<file path="config.mk">
export PLATFORM = sky130hd
export DESIGN_NAME = adder_tree_accum
export DESIGN_NICKNAME = d
export VERILOG_FILES = /design/src/rtl/adder_tree_accum.sv
export SDC_FILE = /design/constraint.sdc
export NUM_CORES = 1
export LEC_CHECK = 0
export ABC_AREA = 0
export CELL_PAD_IN_SITES_DETAIL_PLACEMENT = 0
export CELL_PAD_IN_SITES_GLOBAL_PLACEMENT = 2
export CORE_MARGIN = 2
export CORE_UTILIZATION = 39
export CTS_BUF_LIST = sky130_fd_sc_hd__clkbuf_8
export CTS_CLUSTER_DIAMETER = 150
export CTS_CLUSTER_SIZE = 24
export DETAILED_ROUTE_END_ITERATION = 8
export HOLD_SLACK_MARGIN = 0.06
export PLACE_DENSITY = 0.95
export SLEW_MARGIN = 30
export SYNTH_ARGS = -nofsm -noshare
export SYNTH_HDL_FRONTEND = slang
export SYNTH_SLANG_ARGS = --single-unit
</file>
<file path="constraint.sdc">
create_clock -name clk -period 6.61 [get_ports clk]
set_input_delay 0.9915 -clock clk [delete_from_list [all_inputs] [get_ports clk]]
set_output_delay 0.9915 -clock clk [all_outputs]
set_load 0.01 [all_outputs]
</file>
<file path="src/rtl/adder_tree_accum.sv">
// Pipelined signed adder tree over N channels feeding a block accumulator with decimated output.
// Latency: LOGN+1 cycles through the tree, LOGN+2 cycles from the last sample's din_valid to dout_valid.
// No backpressure: accepts a sample on every din_valid; bubbles hold state. Macro ADDER_TREE_ACCUM_SAT_EN selects saturation.

// Recursive tree node: registers every level, delay-balances the shorter branch.
module adder_tree_accum_node #(
  parameter int DW = 16,
  parameter int N  = 4
) (
  input  logic                    clk,
  input  logic                    rst,
  input  logic [DW*N-1:0]         din,
  output logic [DW+$clog2(N)-1:0] sum_o
);
  localparam int SW = DW + $clog2(N);

  logic [SW-1:0] sum_q;
  assign sum_o = sum_q;

  generate
    if (N == 1) begin : g_leaf
      // Leaf register: a single channel still costs one pipeline stage
      always_ff @(posedge clk) begin
        if (rst) sum_q <= '0;
        else     sum_q <= din;
      end
    end else begin : g_split
      localparam int NT = N - N/2;
      localparam int NB = N/2;
      localparam int TW = DW + $clog2(NT);
      localparam int BW = DW + $clog2(NB);
      // Bottom branch can be one level shallower than the top one
      localparam int D  = $clog2(NT) - $clog2(NB);

      logic [TW-1:0] top_sum;
      logic [BW-1:0] bot_sum;
      logic [BW-1:0] bot_dly;

      adder_tree_accum_node #(.DW(DW), .N(NT)) u_top (
        .clk   (clk),
        .rst   (rst),
        .din   (din[DW*N-1 -: DW*NT]),
        .sum_o (top_sum)
      );

      adder_tree_accum_node #(.DW(DW), .N(NB)) u_bot (
        .clk   (clk),
        .rst   (rst),
        .din   (din[DW*NB-1:0]),
        .sum_o (bot_sum)
      );

      if (D == 0) begin : g_nobal
        assign bot_dly = bot_sum;
      end else begin : g_bal
        logic [BW-1:0] dly_q [D];
        // Balancing delay line so both halves of one sample meet at this adder
        always_ff @(posedge clk) begin
          if (rst) begin
            for (int i = 0; i < D; i++) dly_q[i] <= '0;
          end else begin
            dly_q[0] <= bot_sum;
            for (int i = 1; i < D; i++) dly_q[i] <= dly_q[i-1];
          end
        end
        assign bot_dly = dly_q[D-1];
      end

      // Sign-extend both branches to this node's width and add; no node can wrap
      always_ff @(posedge clk) begin
        if (rst) sum_q <= '0;
        else     sum_q <= {{(SW-TW){top_sum[TW-1]}}, top_sum}
                        + {{(SW-BW){bot_dly[BW-1]}}, bot_dly};
      end
    end
  endgenerate
endmodule

module adder_tree_accum #(
  parameter int DW        = 16,
  parameter int N         = 4,
  parameter int ACC_LEN_W = 8,
  parameter int OW        = 32
) (
  input  logic                 clk,
  input  logic                 rst,
  input  logic [DW*N-1:0]      din,
  input  logic                 din_valid,
  input  logic [ACC_LEN_W-1:0] acc_len,
  input  logic                 clear,
  output logic [OW-1:0]        dout,
  output logic                 dout_valid,
  output logic                 overflow
);
  localparam int LOGN = $clog2(N);
  localparam int TW   = DW + LOGN;
  localparam int AW   = DW + LOGN + ACC_LEN_W;

  logic [TW-1:0]        tsum;
  logic [LOGN:0]        vld_q;
  logic                 tv;
  logic [AW-1:0]        acc_q, acc_d;
  logic [ACC_LEN_W-1:0] cnt_q, cnt_d;
  logic [ACC_LEN_W-1:0] len_q, len_d;
  logic [OW-1:0]        dout_q, dout_d;
  logic                 dv_q, dv_d;
  logic                 ovf_q, ovf_d;
  logic                 first;
  logic                 last;
  logic [ACC_LEN_W-1:0] cnt_cur;
  logic [ACC_LEN_W-1:0] len_cur;
  logic [AW-1:0]        sum_d;
  logic [OW-1:0]        fmt_val;
  logic                 sat_hit;

  adder_tree_accum_node #(.DW(DW), .N(N)) u_tree (
    .clk   (clk),
    .rst   (rst),
    .din   (din),
    .sum_o (tsum)
  );

  // Valid bit travels alongside the tree data, one stage per tree level
  always_ff @(posedge clk) begin
    if (rst) begin
      vld_q <= '0;
    end else begin
      vld_q[0] <= din_valid;
      for (int i = 1; i <= LOGN; i++) vld_q[i] <= vld_q[i-1];
    end
  end
  assign tv = vld_q[LOGN];

  // clear makes the incoming tree sample the start of a fresh block
  assign first   = clear || (cnt_q == '0);
  assign cnt_cur = first ? '0 : cnt_q;
  assign len_cur = first ? acc_len : len_q;
  assign last    = (cnt_cur == len_cur);
  assign sum_d   = (first ? '0 : acc_q) + {{ACC_LEN_W{tsum[TW-1]}}, tsum};

  generate
    if (OW > AW) begin : g_ext
      assign fmt_val = {{(OW-AW){sum_d[AW-1]}}, sum_d};
      assign sat_hit = 1'b0;
    end else if (OW == AW) begin : g_same
      assign fmt_val = sum_d;
      assign sat_hit = 1'b0;
    end else begin : g_narrow
`ifdef ADDER_TREE_ACCUM_SAT_EN
      // Out of range when the bits above the output sign bit disagree with it
      assign sat_hit = !((&sum_d[AW-1:OW-1]) || !(|sum_d[AW-1:OW-1]));
      assign fmt_val = !sat_hit   ? sum_d[OW-1:0] :
                       sum_d[AW-1] ? {1'b1, {(OW-1){1'b0}}} : {1'b0, {(OW-1){1'b1}}};
`else
      assign fmt_val = sum_d[OW-1:0];
      assign sat_hit = 1'b0;
`endif
    end
  endgenerate

  // Block accumulator: bubbles hold, last sample of a block emits one strobe
  always_comb begin
    acc_d  = acc_q;
    cnt_d  = cnt_q;
    len_d  = len_q;
    dout_d = dout_q;
    dv_d   = 1'b0;
    ovf_d  = clear ? 1'b0 : ovf_q;
    if (clear) begin
      acc_d = '0;
      cnt_d = '0;
    end
    if (tv) begin
      if (last) begin
        acc_d  = '0;
        cnt_d  = '0;
        dout_d = fmt_val;
        dv_d   = 1'b1;
        ovf_d  = ovf_d | sat_hit;
      end else begin
        acc_d = sum_d;
        cnt_d = cnt_cur + ACC_LEN_W'(1);
        len_d = len_cur;
      end
    end
  end

  // Accumulator and output state registers
  always_ff @(posedge clk) begin
    if (rst) begin
      acc_q  <= '0;
      cnt_q  <= '0;
      len_q  <= '0;
      dout_q <= '0;
      dv_q   <= 1'b0;
      ovf_q  <= 1'b0;
    end else begin
      acc_q  <= acc_d;
      cnt_q  <= cnt_d;
      len_q  <= len_d;
      dout_q <= dout_d;
      dv_q   <= dv_d;
      ovf_q  <= ovf_d;
    end
  end

  assign dout       = dout_q;
  assign dout_valid = dv_q;
  assign overflow   = ovf_q;
endmodule

</file>
## Yosys cells after proc, flatten, opt, wreduce, memory -nomap -nowiden

Cells that the tools add are included.

| word-level totals | value |
|---|---|
| input bits | 76 |
| register bits after elaboration | 188 |

| cells by class | value |
|---|---|
| equal/unequal tests | 1 |
| reductions and logical operators | 6 |
| $add $sub $neg | 5 |
| bitwise operators | 2 |
| mux-type cells | 10 |

Operators with widths:

| cell | number |
|---|---|
| two-way mux 26 bit | 4 |
| two-way mux 8 bit | 5 |
| adder 16 x 16 -> 17 bit | 2 |
| adder 26 bit | 1 |
| adder 17 x 17 -> 18 bit | 1 |
| adder 8 x 1 -> 8 bit (second input constant) | 1 |
| equality test 8 bit | 1 |
| zero test 8 bit | 1 |
| AND reduction 2 bit | 2 |
| NOT 1 bit | 2 |
| nonzero test 2 bit | 1 |
| OR reduction 2 bit | 1 |
| logical OR 1 bit | 1 |
| two-way mux 1 bit | 1 |

## Logic depth before layout (Yosys ltp)

Gate-level depths: netlist of run 1.

| depth | value |
|---|---|
| word-level depth | 6 |
| gate-level depth with buffers | 14 |
| gate-level depth less buffers | 12 |

## Modules after synthesis

Synthesis of run 1 repeated with hierarchy kept, for this count alone.

| unflattened totals | value |
|---|---|
| cell total of the unflattened synthesis | 1,082 |
| area total of the unflattened synthesis | 9,779.4 um2 |

Modules (own cells, without submodules):

| module | sequential area each (um2) | cells each | instances | area an instance (um2) |
|---|---|---|---|---|
| adder_tree_accum | 1,441.4 | 527 | 1 | 4,282.9 |
| adder_tree_accum_node at u_tree.g_split.u_bot.g_split.u_bot ... | 320.3 | 33 | 4 | 464.2 |
| adder_tree_accum_node at u_tree | 360.3 | 157 | 1 | 1,305.0 |
| adder_tree_accum_node at u_tree.g_split.u_bot | 340.3 | 134 | 1 | 1,171.1 |
| adder_tree_accum_node at u_tree.g_split.u_top | 340.3 | 132 | 1 | 1,163.6 |

## Worst setup path before layout of run 1

No wires, ideal clock.

| timing path | value |
|---|---|
| path kind | input -> register |
| from | input port clear |
| to | register acc_q[24] |
| path slack | 2,537 ps |
| setup time | 117 ps |
| arrival time | 3,955 ps |
| required time | 6,493 ps |
| stages on the path | 14 |
| path through | clkbuf_1 > a21oi_1 > clkbuf_1 > clkbuf_1 > and2_1 > ha_1 > fa_1 > a211oi_1 > o21ai_1 > nand3_1 > a31oi_1 > o2111a_1 > or3_1 > a32o_1 |

| between the ends | value |
|---|---|
| cells in the longest elaborated chain, start to end | 5 |
| elaborated cells between the ends (all ways) | 9 |

Ends and longest elaborated chain:

| item | line | RTL |
|---|---|---|
| start, declared | 90 | `input logic clear,` |
| logical OR 1 bit | 135 | `assign first = clear \|\| (cnt_q == '0);` |
| two-way mux 26 bit (tied with other cells) | 139 | `assign sum_d = (first ? '0 : acc_q) + {{ACC_LEN_W{tsum[TW-1]}}, tsum};` |
| adder 26 bit / equality test 8 bit (equally long branches) | 139, 138 |  |
| two-way mux 26 bit | 174 | `if (last) begin` |
| two-way mux 26 bit | 173 | `if (tv) begin` |
| end signal, assigned | 191 | `acc_q <= '0;` |
| end signal, assigned | 198 | `acc_q <= acc_d;` |
| end, declared | 102 | `logic [AW-1:0] acc_q, acc_d;` |

Parallel ways exist; a longest one is shown, timed or not.
A chain may end at the register's enable or synchronous reset.

## Worst setup path after layout of run 1

Same ends and word-level chain as after synthesis.

==> impl_metrics.env, run 1 <==
export IMPL_status="completed"
export IMPL_cts_root_buf="clkbuf_8"
export IMPL_ys_seq_elements=188
export IMPL_r2r_cells=13
export IMPL_register_area_um2=3760
export IMPL_dieArea_um2=25200
export IMPL_n_antenna_cell=0
export IMPL_clock_skew_ns=0.0183
export IMPL_p_comb_share_pct=14.9
export IMPL_layout_setup_ws_ns=2.31
export IMPL_portBuffers=108
export IMPL_placed_cell_area_um2=10700
export IMPL_hold_buffers=0
export IMPL_grt_pass1_wl_um=34100
export IMPL_maxCapViolations=0
export IMPL_via_count=7243
export IMPL_synth_seq_area_share_pct=40.3
export IMPL_path_clk_slew_ns=0.11
export IMPL_p_sw_uw=665
export IMPL_cts_tree="built"
export IMPL_required_ns=6.98
export IMPL_critical_path_max_stage_delay_ns=0.67
export IMPL_fmax_mhz=232
export IMPL_final_cell_mix="188 x dfxtp_1, 107 x clkdlybuf4s50_1, 94 x nor2_1"
export IMPL_power_internal_uw=1690
export IMPL_ctsResizeCount=0
export IMPL_netlist_area_leader_share_pct=40.3
export IMPL_drive_gt1_share_pct=5.24
export IMPL_synth_warnings=0
export IMPL_multi_input_area_um2=5330
export IMPL_finalCritPeriodShare_pct=65.1
export IMPL_nets=1287
export IMPL_power_uw=2350
export IMPL_netlist_instances=1043
export IMPL_end_kind="register"
export IMPL_nFillCells=2323
export IMPL_cts_sinks=188
export IMPL_synth_ff_type="dfxtp_1"
export IMPL_final_common_cell="dfxtp_1"
export IMPL_clk_path_buf_depth=2
export IMPL_final_core_util_pct=47.5
export IMPL_fin_area_um2=11100
export IMPL_rsz0062_at_grt="false"
export IMPL_cp_cell_sequence="clkdlybuf4s50_1 -> a21oi_1 -> buf_4 -> and2_1 -> ha_1 -> fa_1 -> a211oi_1 -> o21ai_1 -> nand3_1 -> a31oi_1 -> o2111a_1 -> or3_1 -> a32o_1"
export IMPL_r2r_setup_slack_ns=2.67
export IMPL_maxSlewViolCount=0
export IMPL_clock_latency_ns=0.46
export IMPL_worstMarginPinSlew_ns=0.717
export IMPL_p_seq_share_pct=51.8
export IMPL_track_usage_pct=16.3
export IMPL_leakage_uw=0.00461
export IMPL_gp_congestion=0.855
export IMPL_area_growth_pct=19.3
export IMPL_reg2reg_to="acc_q[24]$_SDFFE_PP0P_"
export IMPL_ys_types=62
export IMPL_first_iter_violations=366
export IMPL_netlist_area_um2=9340
export IMPL_min_path_type="reg2reg"
export IMPL_drtPass1Iterations=4
export IMPL_overflow=0
export IMPL_critPathMaxFanout=30
export IMPL_wl_per_cell_um=13.6
export IMPL_cts_setup_buffers=0
export IMPL_ys_top_cells_by_area="dfxtp_1 40%, ha_1 10%, nor2b_1 5.9%"
export IMPL_ir_drop_uv=138
export IMPL_start_util_pct=39.8
export IMPL_rows=56
export IMPL_synth_fp_nets=1198
export IMPL_setup_viol=0
export IMPL_timing_worst_setup_path_type="in2reg"
export IMPL_drc_errors=0
export IMPL_dp_hpwl_um=15000
export IMPL_critPathLaunchType="primary input"
export IMPL_post_drt_via_cell_ratio=4.95
export IMPL_async_flop_share_pct=0
export IMPL_syn_area_per_cell_um2=8.96
export IMPL_synth_edf_count=0
export IMPL_core_area_um2=23500
export IMPL_layout_min_cycle_time_ns=4.30
export IMPL_cp_startpoint="clear"
export IMPL_relSlewSlack_pct=52.0
export IMPL_antenna_found_initial=0
export IMPL_fp_dieH_um=159
export IMPL_grt_max_degree=60
export IMPL_regToRegStartpoint="cnt_q[4]$_SDFFE_PP0P_"
export IMPL_switching_share_pct=28.2
export IMPL_ios=110
export IMPL_post_place_ws_ns=1.85
export IMPL_hold_viol=0
export IMPL_grt_pass1_vias=7041
export IMPL_clkPwrFrac_pct=33.4
export IMPL_ant_nets=0
export IMPL_wirelength_um=19900
export IMPL_cp_arrival_ns=4.67
export IMPL_p_per_area_nw_per_um2=211
export IMPL_cts_max_level=4
export IMPL_die_x_um=159
export IMPL_cts_buffers=17
export IMPL_worst_path_max_delay_cell="clkdlybuf4s50_1"
export IMPL_setup_tns_ns=0
export IMPL_synth_top_area_cell="dfxtp_1"
export IMPL_crit_path_end="acc_q[24]$_SDFFE_PP0P_"
[area by class of cell]
cell class                 instances  share of cell area, %
multi-input combinational        785                   47.8
sequential                       188                   33.8
timing repair buffer             115                   10.3
tap                              319                   3.58
clock buffer                      18                   2.22
clock inverter                    14                   1.54
inverter                          25                  0.842
[layer usage]
layer,up-vias,GRT usage (%),wire length [um]
met5,-,0,0
met2,112,27.9,9090
met3,15,3.32,713
li1,3872,-,-
met1,3244,21.1,9880
met4,0,4.00,210
[worst max-delay path, delay by kind of cell]
family	cells	cell delay (ns)
buf+inv	2	0.92
simple gates	3	0.74
compound gates	6	1.37
fa+ha+maj	2	0.64
[cells by family after synthesis]
kind of cell	count (synthesis)	share of synthesized area (%)
buf+inv	70	3.11
mux	16	1.79
flops	188	40.3
other cells	1	0.0401
simple gates	394	21.7
compound gates	251	18.1
xor+xnor	44	4.12
fa+ha+maj	79	10.9
[how the worst min path moves through the flow]
stage                         from             endpoint  cells after the start  slack [ns]
2_1_floorplan  vld_q[0]$_SDFF_PP0_  vld_q[1]$_SDFF_PP0_                      1        0.41
3_3_place_gp   vld_q[0]$_SDFF_PP0_  vld_q[1]$_SDFF_PP0_                      1        0.42
3_5_place_dp   vld_q[1]$_SDFF_PP0_  vld_q[2]$_SDFF_PP0_                      1        0.42
4_1_cts        vld_q[1]$_SDFF_PP0_  vld_q[2]$_SDFF_PP0_                      1        0.45
5_1_grt        vld_q[0]$_SDFF_PP0_  vld_q[1]$_SDFF_PP0_                      1        0.46
6_report       vld_q[1]$_SDFF_PP0_  vld_q[2]$_SDFF_PP0_                      1        0.45
[cell usage after synthesis, types with 4 or more instances]
cell type  number
a211oi_1       21
a21o_1         22
a21oi_1        68
a22o_1          5
a22oi_1        11
a311oi_1        5
a31oi_1         5
a32o_1          6
and2_1         28
and3_1         14
buf_4           7
clkbuf_1       37
dfxtp_1       188
fa_1            4
ha_1           75
inv_1          25
mux2_2          5
mux2i_1        10
nand2_1        66
nand2b_1        6
nand3_1        27
nor2_1         94
nor2b_1        88
nor3_1         20
nor4_1          9
o211ai_1        7
o21a_1         13
o21ai_0        41
o21ai_1         5
o21bai_1        7
o31a_1          5
o31ai_1         7
or3_1          26
xnor2_1        20
xor2_1         24
[power groups by stage]
stage / Sequential (uW) / Combinational (uW) / Clock [uW]
final: 1220 / 350 / 786
after global routing: 1230 / 396 / 859
after CTS: 1220 / 353 / 819
after detailed placement: 1250 / 350 / 0
after global placement: 1250 / 348 / 0
after floorplan: 1230 / 247 / 0
[registers in the layout, indices dropped and copies added (netlist names)]
name                                      cells
u_tree.sum_o                                 18
acc_q                                        26
vld_q                                         3
u_tree.g_split.u_top.sum_o                   17
len_q                                         8
u_tree.g_split.u_bot.sum_o                   17
u_tree.g_split.u_bot.g_split.u_bot.sum_o     16
cnt_q                                         8
u_tree.g_split.u_bot.g_split.u_top.sum_o     16
u_tree.g_split.u_top.g_split.u_bot.sum_o     16
dout_valid                                    1
dout                                         26
u_tree.g_split.u_top.g_split.u_top.sum_o     16
[stage by stage]
stage / std cells / hold slack (ns)
floorplan: 1043 / 0.414
global placement: 1431 / 0.422
detailed placement: 1432 / 0.420
CTS: 1464 / 0.447
global route: 1464 / 0.457
finish: 1464 / 0.449
No activity file was read; power rests on OpenSTA's default activity.
==> run 2, diff against run 1 <==
Settings changed: CORE_UTILIZATION 39 to 32, PLACE_DENSITY 0.95 to 0.84.
Clock period 6.61 ns to 3.53 ns, I/O delays scaled along.
==> impl_metrics.env, run 2 (synthesized netlist as in run 1, its figures left out) <==
export IMPL_dieArea_um2=30600
export IMPL_hold_buffers=0
export IMPL_grt_pass1_vias=7357
export IMPL_cts_tree="built"
export IMPL_final_core_util_pct=41.3
export IMPL_wirelength_um=22100
export IMPL_timing_worst_setup_path_type="reg2reg"
export IMPL_wl_per_cell_um=13.8
export IMPL_rows=62
export IMPL_first_iter_violations=459
export IMPL_grt_max_degree=109
export IMPL_layout_min_cycle_time_ns=3.40
export IMPL_via_count=7632
export IMPL_critical_path_max_stage_delay_ns=0.36
export IMPL_nets=1357
export IMPL_critPathMaxFanout=6
export IMPL_portBuffers=108
export IMPL_post_drt_via_cell_ratio=4.78
export IMPL_gp_congestion=0.817
export IMPL_worst_path_max_delay_cell="o31a_4"
export IMPL_path_clk_slew_ns=0.11
export IMPL_fmax_mhz=294
export IMPL_cp_top_family="compound AO/OA/AOI/OAI gates"
export IMPL_use_met3_pct=3.20
export IMPL_die_x_um=175
export IMPL_placedCellCount=1563
export IMPL_leakage_uw=0.00495
export IMPL_nFillCells=2925
export IMPL_cts_buffers=17
export IMPL_p_per_area_nw_per_um2=376
export IMPL_finalCritPeriodShare_pct=96.3
export IMPL_ir_drop_uv=203
export IMPL_dp_hpwl_um=16500
export IMPL_hold_viol=0
export IMPL_r2r_setup_slack_ns=0.13
export IMPL_required_ns=3.90
export IMPL_globalRoute_busiestLayer="met2"
export IMPL_min_path_type="in2reg"
export IMPL_drtPass1Iterations=4
export IMPL_clk_path_buf_depth=2
export IMPL_path_buf_inv=3
export IMPL_overflow=0
export IMPL_regToRegStartpoint="cnt_q[7]$_SDFFE_PP0P_"
export IMPL_setup_viol=0
export IMPL_grt_pass1_wl_um=36000
export IMPL_cts_max_level=4
export IMPL_worstMarginPinSlew_ns=0.931
export IMPL_cts_sinks=188
export IMPL_ant_nets=0
export IMPL_stdcell_count=1598
export IMPL_grtUsageMet1_pct=19.1
export IMPL_setup_tns_ns=0
export IMPL_cp_cell_sequence="nor4_2 -> buf_4 -> a21oi_2 -> buf_4 -> and2_1 -> ha_1 -> a211oi_2 -> o21a_1 -> o31a_4 -> a2111oi_4 -> buf_4 -> nor3_2 -> or3_1 -> a32o_1"
export IMPL_met2_usage_pct=23.8
export IMPL_clock_latency_ns=0.47
export IMPL_drc_errors=0
export IMPL_status="completed"
export IMPL_placed_cell_area_um2=11300
export IMPL_drive_gt1_share_pct=12.4
export IMPL_cp_arrival_ns=3.77
export IMPL_track_usage_pct=14.4
export IMPL_maxSlewViolCount=0
export IMPL_ios=110
export IMPL_r2r_cells=14
export IMPL_antenna_found_initial=0
export IMPL_start_util_pct=32.6
export IMPL_crit_top_cell="buf_4"
export IMPL_core_area_um2=28700
export IMPL_cts_root_buf="clkbuf_8"
export IMPL_clock_skew_ns=0.0160
export IMPL_reg2reg_to="acc_q[23]$_SDFFE_PP0P_"
export IMPL_end_kind="register"
export IMPL_min_from="rst"
export IMPL_fp_dieH_um=175
export IMPL_final_common_cell="dfxtp_1"
export IMPL_critPathLaunchType="register"
export IMPL_fin_area_um2=11900
export IMPL_holdPathStages=2
export IMPL_n_antenna_cell=0
export IMPL_final_cell_mix="187 x dfxtp_1, 107 x clkdlybuf4s50_1, 93 x nor2_1"
export IMPL_area_growth_pct=27.0
export IMPL_relSlewSlack_pct=37.9
export IMPL_maxCapViolations=0
export IMPL_hold_end="u_tree.sum_o[12]$_SDFF_PP0_"
[run 2: changes by cell type in the layout (fill, tap and decap cells not counted), sizes merged]
cell / previous run / this run
buf: 8 / 78
clkbuf: 18 / 17
[run 2: area by class of cell]
type                    instances  area, um^2  share of cell area (%)
clock buffers                  17         234                    1.97
clock inverters                14         174                    1.47
inverters                      25        93.8                   0.791
flip-flops and latches        188        3760                    31.7
repair buffers                185        1670                    14.0
multi-input cells             785        5450                    45.9
well taps                     384         480                    4.05
[run 2: worst max-delay path by stage]
stage | cells after the start | from | endpoint
6_report | 14 | cnt_q[7]$_SDFFE_PP0P_ | acc_q[23]$_SDFFE_PP0P_
5_1_grt | 14 | cnt_q[7]$_SDFFE_PP0P_ | acc_q[23]$_SDFFE_PP0P_
4_1_cts | 14 | cnt_q[4]$_SDFFE_PP0P_ | dout[25]$_SDFFE_PP0P_
3_5_place_dp | 13 | clear | acc_q[24]$_SDFFE_PP0P_
3_3_place_gp | 13 | clear | acc_q[24]$_SDFFE_PP0P_
2_1_floorplan | 13 | clear | acc_q[23]$_SDFFE_PP0P_
[run 2: what timing repair did]
action / in CTS / in global routing
pin swaps: 1 / 11
cloned: 0 / 1
buffers inserted: 0 / 3
gates resized for setup: 4 / 19
setup endpoints to repair: 6 / 13
[run 2: power by group]
part           internal (uW)  switching [uW]
combinational            352             359
sequential              2230            58.4
clock                    597             866
total                   3180            1280
[run 2: per-layer routing]
metal	routed length [um]	up-vias
li1	-	4005
met1	10900	3465
met2	10200	147
met3	886	15
met4	231	0
met5	0	-
[run 2: metrics by stage]
step	setup slack [ns]	power, uW	hold slack [ns]
after floorplan	0.000746	2770	0.414
after CTS	0.0104	4520	0.409
after global routing	-0.00670	4720	0.444
final	0.129	4460	0.438
after detailed placement	-0.345	3040	0.425
after global placement	-0.311	3040	0.423
==> run 3, diff against run 2 <==
Settings changed: CORE_MARGIN 2 to 3.
==> impl_metrics.env, run 3 (synthesized netlist as in run 1, its figures left out) <==
export IMPL_drive_gt1_share_pct=12.0
export IMPL_cp_arrival_ns=3.81
export IMPL_critPathLaunchType="register"
export IMPL_wirelength_um=21900
export IMPL_setup_viol=0
export IMPL_power_uw=4460
export IMPL_worstMarginPinSlew_ns=0.626
export IMPL_critical_path_max_stage_delay_ns=0.39
export IMPL_ant_nets=0
export IMPL_drc_errors=0
export IMPL_fin_area_um2=11900
export IMPL_placedCellCount=1556
export IMPL_relSlewSlack_pct=57.9
export IMPL_path_clk_slew_ns=0.11
export IMPL_cp_top_family="compound AO/OA/AOI/OAI gates"
export IMPL_post_place_ws_ns=-0.395
export IMPL_layout_min_cycle_time_ns=3.41
export IMPL_crit_top_cell="buf_4"
export IMPL_first_iter_violations=290
export IMPL_maxSlewViolCount=0
export IMPL_portBuffers=108
export IMPL_grt_pass1_wl_um=36600
export IMPL_antenna_found_initial=0
export IMPL_post_drt_via_cell_ratio=4.76
export IMPL_via_count=7580
export IMPL_nFillCells=2851
export IMPL_fmax_mhz=293
export IMPL_clk_path_buf_depth=2
export IMPL_start_util_pct=33.0
export IMPL_gp_congestion=0.860
export IMPL_final_cell_mix="186 x dfxtp_1, 107 x clkdlybuf4s50_1, 94 x nor2_1"
export IMPL_stdcell_count=1593
export IMPL_maxCapViolations=0
export IMPL_ir_drop_uv=198
export IMPL_die_x_um=177
export IMPL_fp_dieH_um=177
export IMPL_dieArea_um2=31300
export IMPL_required_ns=3.92
export IMPL_leakage_uw=0.00499
export IMPL_cts_root_buf="clkbuf_8"
export IMPL_grt_max_degree=134
export IMPL_finalCritPeriodShare_pct=96.7
export IMPL_n_antenna_cell=0
export IMPL_nets=1357
export IMPL_drtPass1Iterations=5
export IMPL_status="completed"
export IMPL_rows=61
export IMPL_worst_path_max_delay_cell="fa_2"
export IMPL_timing_worst_setup_path_type="reg2reg"
export IMPL_hold_viol=0
export IMPL_area_growth_pct=27.0
export IMPL_placed_cell_area_um2=11300
export IMPL_layout_setup_ws_ns=0.115
export IMPL_clock_skew_ns=0.0160
export IMPL_holdWs_ns=0.397
export IMPL_min_path_type="in2reg"
export IMPL_critPathMaxFanout=7
export IMPL_wl_per_cell_um=13.8
export IMPL_ios=110
export IMPL_dp_hpwl_um=16600
export IMPL_cp_cell_sequence="nor4_4 -> buf_4 -> a21oi_1 -> buf_4 -> and2_4 -> ha_4 -> fa_2 -> a211oi_4 -> o21ai_2 -> nand3_2 -> a31oi_4 -> o2111a_1 -> or3_1 -> a32o_1"
export IMPL_grt_pass1_vias=7375
export IMPL_clock_latency_ns=0.49
export IMPL_p_per_area_nw_per_um2=376
export IMPL_end_kind="register"
export IMPL_final_common_cell="dfxtp_1"
export IMPL_cts_max_level=4
export IMPL_cts_tree="built"
export IMPL_overflow=0
export IMPL_track_usage_pct=14.3
export IMPL_rsz0062_at_grt="false"
export IMPL_path_buf_inv=2
export IMPL_cts_buffers=17
export IMPL_core_area_um2=28300
export IMPL_cts_sinks=188
## run 3: metrics by stage
step / TNS, ns / utilization [%]
2_1_floorplan: 0 / -
3_3_place_gp: -2.86 / 39.9
3_5_place_dp: -3.81 / 39.9
4_1_cts: 0 / 41.4
5_1_grt: 0 / 41.9
6_report: 0 / 41.9
## run 3: layout make-up
class	count	area [um^2]	share of cell area (%)
multi-input cells	785	5440	45.9
well taps	378	473	3.99
repair buffers	185	1680	14.2
clock buffers	17	234	1.97
flip-flops and latches	188	3770	31.7
clock inverters	15	174	1.47
inverters	25	93.8	0.791
## run 3: final timing paths
path	end	slack (ns)	from	cells after the start
setup reg to reg	acc_q[24]$_SDFFE_PP0P_	0.12	cnt_q[3]$_SDFFE_PP0P_	14
hold / removal	acc_q[12]$_SDFFE_PP0P_	0.40	rst	2
hold reg to reg	vld_q[1]$_SDFF_PP0_	0.45	vld_q[0]$_SDFF_PP0_	1
setup / recovery	acc_q[24]$_SDFFE_PP0P_	0.12	cnt_q[3]$_SDFFE_PP0P_	14
## run 3: timing repair
| action | 4_1_cts | 5_1_grt |
|---|---|---|
| hold buffers | 0 | 0 |
| buffers inserted | 1 | 4 |
| pin swaps | 3 | 11 |
| endpoints found under the setup margin | 8 | 10 |
| gates resized for setup | 6 | 17 |
## run 3: power breakdown
group / internal, uW / switching [uW]
registers: 2230 / 54.3
logic: 347 / 356
clock network: 547 / 927
## run 3: routing by layer
metal,global-route usage [%],vias up,part of all wire (%)
li1,-,4018,-
met1,19.6,3420,50
met2,23.2,132,45
met3,2.70,10,4.3
met4,3.96,0,1.1
met5,0,-,0
